**config.mk**
```make
export PLATFORM = sky130hd
export DESIGN_NAME = receptor_nota_serial_flat
export DESIGN_NICKNAME = d
export VERILOG_FILES = /design/src/rtl/receptor_nota_serial_pkg.sv /design/src/rtl/receptor_nota_serial_if.sv /design/src/rtl/receptor_nota_serial_sincronizador_rx.sv /design/src/rtl/receptor_nota_serial.sv /design/src/flat_wrapper.sv
export SDC_FILE = /design/constraint.sdc
export NUM_CORES = 1
export LEC_CHECK = 0
export CORE_MARGIN = 3
export CORE_UTILIZATION = 41
export CTS_CLUSTER_SIZE = 12
export DETAILED_ROUTE_END_ITERATION = 16
export PLACE_DENSITY = 0.65
export SLEW_MARGIN = 20
export SYNTH_ARGS = -nofsm -noshare
export SYNTH_HDL_FRONTEND = slang
export SYNTH_SLANG_ARGS = --single-unit
```
**constraint.sdc**
```tcl
create_clock -name clk -period 5.23 [get_ports clk]
set_clock_uncertainty 0.15 [all_clocks]
set_input_delay 1.046 -clock clk [delete_from_list [all_inputs] [get_ports clk]]
set_output_delay 1.046 -clock clk [all_outputs]
set_load 0.02 [all_outputs]
```
**src/rtl/receptor_nota_serial_pkg.sv**
```systemverilog
// Shared constants for the serial note receiver and the challenge-mode game FSM:
// ASCII note codes, 3-bit note encodings and the receiver state type.
package receptor_nota_serial_pkg;

    localparam logic [7:0] NOTA_A_ASCII = 8'd97;
    localparam logic [7:0] NOTA_B_ASCII = 8'd98;
    localparam logic [7:0] NOTA_C_ASCII = 8'd99;
    localparam logic [7:0] NOTA_D_ASCII = 8'd100;

    localparam logic [2:0] NOTA_NINGUNA = 3'd0;
    localparam logic [2:0] NOTA_A       = 3'd1;
    localparam logic [2:0] NOTA_B       = 3'd2;
    localparam logic [2:0] NOTA_C       = 3'd3;
    localparam logic [2:0] NOTA_D       = 3'd4;

    typedef enum logic [2:0] {
        ST_IDLE,
        ST_START,
        ST_DATA,
        ST_STOP,
        ST_HOLD
    } estado_rx_t;

    function automatic logic es_nota_valida(input logic [7:0] b);
        return (b >= NOTA_A_ASCII) && (b <= NOTA_D_ASCII);
    endfunction

    function automatic logic [2:0] codificar_nota(input logic [7:0] b);
        return es_nota_valida(b) ? 3'(b - NOTA_A_ASCII + 8'd1) : NOTA_NINGUNA;
    endfunction

endpackage

```
**src/rtl/receptor_nota_serial_if.sv**
```systemverilog
// Receiver-side bus: serial line in, held note byte and status pulses out.
// The master modport is the receiver itself; slave is its consumer/driver.
interface receptor_nota_serial_if;
    logic       rx;
    logic [7:0] dato;
    logic       dato_valido;
    logic       error_trama;

    modport master (input rx, output dato, output dato_valido, output error_trama);
    modport slave  (output rx, input dato, input dato_valido, input error_trama);
endinterface

```
**src/rtl/receptor_nota_serial_sincronizador_rx.sv**
```systemverilog
// Two-flop synchroniser for the asynchronous RX pin plus a falling-edge strobe.
// All flops reset to 1 (idle line) so leaving reset never looks like a start bit.
module sincronizador_rx (
    input  logic i_clk,
    input  logic i_rst,
    input  logic i_rx,
    output logic o_rx_s,
    output logic o_caida
);
    logic r_meta, r_sync, r_prev;

    always_ff @(posedge i_clk or posedge i_rst) begin
        if (i_rst) begin
            r_meta <= 1'b1;
            r_sync <= 1'b1;
            r_prev <= 1'b1;
        end else begin
            r_meta <= i_rx;
            r_sync <= r_meta;
            r_prev <= r_sync;
        end
    end

    assign o_rx_s  = r_sync;
    assign o_caida = r_prev & ~r_sync;
endmodule

```
**src/rtl/receptor_nota_serial.sv**
```systemverilog
// UART 8N1 receiver presenting each byte as a level held for HOLD_CYCLES.
// Define FILTRO_NOTAS_EN to accept only the note bytes 'a'..'d'.
module receptor_nota_serial
    import receptor_nota_serial_pkg::*;
#(
    parameter int CLKS_PER_BIT = 5208,
    parameter int HOLD_CYCLES  = 25_000_000
) (
    input  logic                  clk,
    input  logic                  reset,
    receptor_nota_serial_if.master bus
);
    localparam int BW = $clog2(CLKS_PER_BIT);
    localparam int HW = (HOLD_CYCLES > 1) ? $clog2(HOLD_CYCLES) : 1;
    localparam logic [BW-1:0] W_MITAD   = BW'(CLKS_PER_BIT / 2 - 1);
    localparam logic [BW-1:0] W_FIN_BIT = BW'(CLKS_PER_BIT - 1);
    localparam logic [HW-1:0] W_FIN_HLD = HW'(HOLD_CYCLES - 1);

    logic w_rx_s, w_caida, w_aceptar;

    estado_rx_t     r_estado;
    logic [BW-1:0]  r_cnt;
    logic [HW-1:0]  r_hold;
    logic [2:0]     r_idx;
    logic [7:0]     r_byte;
    logic [7:0]     r_dato;
    logic           r_valido, r_error;

    sincronizador_rx u_sinc (
        .i_clk   (clk),
        .i_rst   (reset),
        .i_rx    (bus.rx),
        .o_rx_s  (w_rx_s),
        .o_caida (w_caida)
    );

`ifdef FILTRO_NOTAS_EN
    assign w_aceptar = es_nota_valida(r_byte);
`else
    assign w_aceptar = 1'b1;
`endif

    always_ff @(posedge clk or posedge reset) begin
        if (reset) begin
            r_estado <= ST_IDLE;
            r_cnt    <= '0;
            r_hold   <= '0;
            r_idx    <= '0;
            r_byte   <= '0;
            r_dato   <= '0;
            r_valido <= 1'b0;
            r_error  <= 1'b0;
        end else begin
            r_valido <= 1'b0;
            r_error  <= 1'b0;
            case (r_estado)
                ST_IDLE: begin
                    if (w_caida) begin
                        r_cnt    <= '0;
                        r_estado <= ST_START;
                    end
                end
                ST_START: begin
                    if (r_cnt == W_MITAD) begin
                        r_cnt    <= '0;
                        r_idx    <= '0;
                        r_estado <= w_rx_s ? ST_IDLE : ST_DATA;
                    end else begin
                        r_cnt <= r_cnt + 1'b1;
                    end
                end
                ST_DATA: begin
                    if (r_cnt == W_FIN_BIT) begin
                        r_cnt         <= '0;
                        r_byte[r_idx] <= w_rx_s;
                        if (r_idx == 3'd7) r_estado <= ST_STOP;
                        else               r_idx    <= r_idx + 1'b1;
                    end else begin
                        r_cnt <= r_cnt + 1'b1;
                    end
                end
                ST_STOP: begin
                    if (r_cnt == W_FIN_BIT) begin
                        r_cnt    <= '0;
                        r_estado <= ST_IDLE;
                        if (!w_rx_s) begin
                            r_error <= 1'b1;
                        end else if (w_aceptar) begin
                            r_dato   <= r_byte;
                            r_valido <= 1'b1;
                            r_hold   <= '0;
                            r_estado <= ST_HOLD;
                        end
                    end else begin
                        r_cnt <= r_cnt + 1'b1;
                    end
                end
                ST_HOLD: begin
                    // A new start bit wins: drop the note now so the consumer sees a release.
                    if (w_caida) begin
                        r_dato   <= '0;
                        r_cnt    <= '0;
                        r_estado <= ST_START;
                    end else if (r_hold == W_FIN_HLD) begin
                        r_dato   <= '0;
                        r_estado <= ST_IDLE;
                    end else begin
                        r_hold <= r_hold + 1'b1;
                    end
                end
                default: r_estado <= ST_IDLE;
            endcase
        end
    end

    assign bus.dato        = r_dato;
    assign bus.dato_valido = r_valido;
    assign bus.error_trama = r_error;
endmodule

```
**src/flat_wrapper.sv**
```systemverilog
// flat-port wrapper written by rule: the top's interface ports become plain ports
module receptor_nota_serial_flat import receptor_nota_serial_pkg::*;
#(
    parameter int CLKS_PER_BIT = 5208,
    parameter int HOLD_CYCLES  = 25_000_000
)
  (clk, reset, bus_rx, bus_dato, bus_dato_valido, bus_error_trama);
  receptor_nota_serial_if bus_i ();
  input  logic clk;
  input  logic reset;
  input wire logic [$bits(bus_i.rx)-1:0] bus_rx;
  output wire logic [$bits(bus_i.dato)-1:0] bus_dato;
  output wire logic [$bits(bus_i.dato_valido)-1:0] bus_dato_valido;
  output wire logic [$bits(bus_i.error_trama)-1:0] bus_error_trama;
  assign bus_i.rx = bus_rx;
  assign bus_dato = bus_i.dato;
  assign bus_dato_valido = bus_i.dato_valido;
  assign bus_error_trama = bus_i.error_trama;
  receptor_nota_serial #(.CLKS_PER_BIT(CLKS_PER_BIT), .HOLD_CYCLES(HOLD_CYCLES)) u_core (.clk(clk), .reset(reset), .bus(bus_i));
endmodule
```
==> reports/metrics.cfg <==
[drt]
drt_iter0_drc=160
firstDrtPassIters=5
antenna_left=0
wl_per_cell_um=14.4
wl_um=6830
via_per_inst=5.56
drc_errors=0
vias=2632

[logic_synthesis]
synthCells=356
synth-edff-count=0
yosys_register_bits=65
synthArstFlopShare_pct=100
netlist_area_um2=3420
synthesis.nets=363
synth_area_leaders=dfrtp_1 (45%), nand2_1 (5.2%), nand3_1 (3.7%), nor2_1 (2.7%), a31oi_1 (2.4%)
ys.warnings.count=0
synth-seq-area-share_pct=47.6
synth_top_flop_cell=dfrtp_1
avgSynthCellArea_um2=9.61
synth_area_leader_cell=dfrtp_1
synth.top_cell.area_share_pct=45.3
synth_cell_types=62

[global_route]
overflow=0
grt_usage_pct=15.0
antenna_found_initial=0
first_global_vias=2437
grt_max_degree=36
grt_pass1_wl_um=11600

[clock_tree]
clock_latency_ps=350
numCtsBuffers=9
htreeDepth=3
post_cts_resized=0
cts.sinks=65
cts_tree=yes
post_cts_buffers=0
clockBufferDepth=2
ctsHoldBuffers=0
clkTransAtPathRegs_ps=70
root_buffer=clkbuf_8

[critical_path]
slowest_delay_ps=550
critPathKind=register to register
path_delay_family=simple AND/OR/NAND/NOR gates
path_cells=or4_1, nor4_2, a31oi_2, buf_4, a211oi_1, mux2_1
cp.required_ps=5310
slowest_stage=or4_1
crit_buf_inv=1
end_kind=register
crit_arrival_ps=3010
worstPathMaxFanout=20
crit_path_start_kind=register

[pwr]
switching_share_pct=32.6
pwr-share-comb_pct=19.9
vdd_ir_drop_max_v=0.000202
p_sw_mw=0.419
powerDensity_nw_per_um2=337
p_int_mw=0.868
pwr-share-seq_pct=46.4
clkPwrFrac_pct=33.7
power.leakage_nw=1.63

[sta]
hold_slack_ps=223
rsz0062_at_grt=false
slew_violations=0
tightest_slew_ps=929
fmax_mhz=341
setup_tns_ps=0
setup_viol=0
finalHoldViolCount=0
fin_crit_ps=2930
fin_crit_sh_pct=56.1
relSlewSlack_pct=37.6

[cells_and_area]
drive_above_1_share_pct=11.1
multi_input_area_um2=1660
antenna_cells=0
design_area_um2=3820
final_cell_mix=dfrtp_1 (62), nand2_1 (47), nor2_1 (25), nand3_1 (25), o21ai_1 (14)
final_nets=373
area_growth_pct=11.6
final_common_cell=dfrtp_1
nFillCells=736
postLayoutCoreUtil_pct=48.2
regArea_um2=1630

[min_path]
min_path_type=register to register

[floorplan]
rows=32
start_util_pct=43.2
die-area_um2=9480
die_w_um=97.4
die_h_um=97.4
coreArea_um2=7930
ioPinCount=13

[placed_design]
gp_congestion=0.820
placed_area_um2=3610
portBuffers=12
dp_hpwl_um=4700

[status]
status=completed

[run]
cap_violations=0

## final timing paths
path,end,startpoint,cells past startpoint,slack [ps]
max in group asynchronous,u_core.r_hold[23]$_DFFE_PP0P_,reset,3,3070
min in group asynchronous,u_core.r_cnt[12]$_DFFE_PP0P_,reset,2,960
worst min register to register,u_core.u_sinc.o_rx_s$_DFF_PP1_,u_core.u_sinc.r_meta$_DFF_PP1_,0,220
worst max register to register,u_core.r_estado[0]$_DFFE_PP0P_,u_core.r_hold[8]$_DFFE_PP0P_,6,2300
worst max-delay path,u_core.r_estado[0]$_DFFE_PP0P_,u_core.r_hold[8]$_DFFE_PP0P_,6,2300
worst min-delay path,u_core.u_sinc.o_rx_s$_DFF_PP1_,u_core.u_sinc.r_meta$_DFF_PP1_,0,220
## cell usage after synthesis (all sizes together) (8+ instances only)
master,instances
a21oi,11
nor2,25
mux2,10
nand2,47
a31oi,13
and3,11
o21ai,19
nand3,25
buf,8
inv,13
clkbuf,8
dfrtp,62
## state kept, by name (all words and copies together) (netlist names)
name / cells
u_core.u_sinc.o_rx_s: 1
u_core.r_hold: 25
u_core.bus.dato: 8
u_core.r_byte: 8
u_core.r_cnt: 13
u_core.bus.dato_valido: 1
u_core.bus.error_trama: 1
u_core.r_estado: 3
u_core.r_idx: 3
u_core.u_sinc.r_prev: 1
u_core.u_sinc.r_meta: 1
## routing by layer
| metal | vias to the layer above | share of wire (%) | GRT usage (%) | wire length (um) |
|---|---|---|---|---|
| met4 | 0 | 0.92 | 3.51 | 63 |
| met5 | - | 0 | 0 | 0 |
| met3 | 6 | 3.7 | 5.60 | 253 |
| li1 | 1314 | - | - | - |
| met2 | 53 | 47 | 22.8 | 3220 |
| met1 | 1259 | 48 | 20.3 | 3300 |
## worst reg2reg max path, cell delays in order (launching register included)
cell and delay (ps):
dfrtp_1 440, or4_1 550, nor4_2 360, a31oi_2 390, buf_4 330, a211oi_1 250, mux2_1 340
## power groups by stage
| stage | registers, mW | clock network [mW] | logic [mW] |
|---|---|---|---|
| after floorplan | 0.571 | 0 | 0.247 |
| after global placement | 0.604 | 0 | 0.258 |
| after detailed placement | 0.604 | 0 | 0.261 |
| after CTS | 0.595 | 0.446 | 0.260 |
| after global routing | 0.606 | 0.471 | 0.291 |
| final | 0.597 | 0.433 | 0.257 |
## kinds of logic (layout without fill, tap and decap cells)
family	after synthesis	after routing	share of synthesized area (%)
and+or+nand+nor	153	153	22.9
adders and majority gates	4	4	1.46
xor gates and xnor gates	12	12	3.07
AOI/OAI and AO/OA	80	80	17.0
muxes	12	12	3.88
buffers and inverters	30	45	4.06
DFF	65	65	47.6
## through the flow
step                      cells  setup slack (ps)  power (mW)
final                       473              2300        1.29
after global routing        473              2120        1.37
after CTS                   473              2280        1.30
after detailed placement    457              2300       0.865
after global placement      457              2320       0.861
after floorplan             356              2410       0.817
## cell type report
cell class	instances	share of cell area, %
clock inverter	6	1.74
tap	102	3.34
clock buffer	10	3.60
sequential	65	42.7
timing repair buffer	15	3.74
inverter	14	1.44
multi-input combinational	261	43.4
Note: power is estimated with default switching activity, not from simulation.
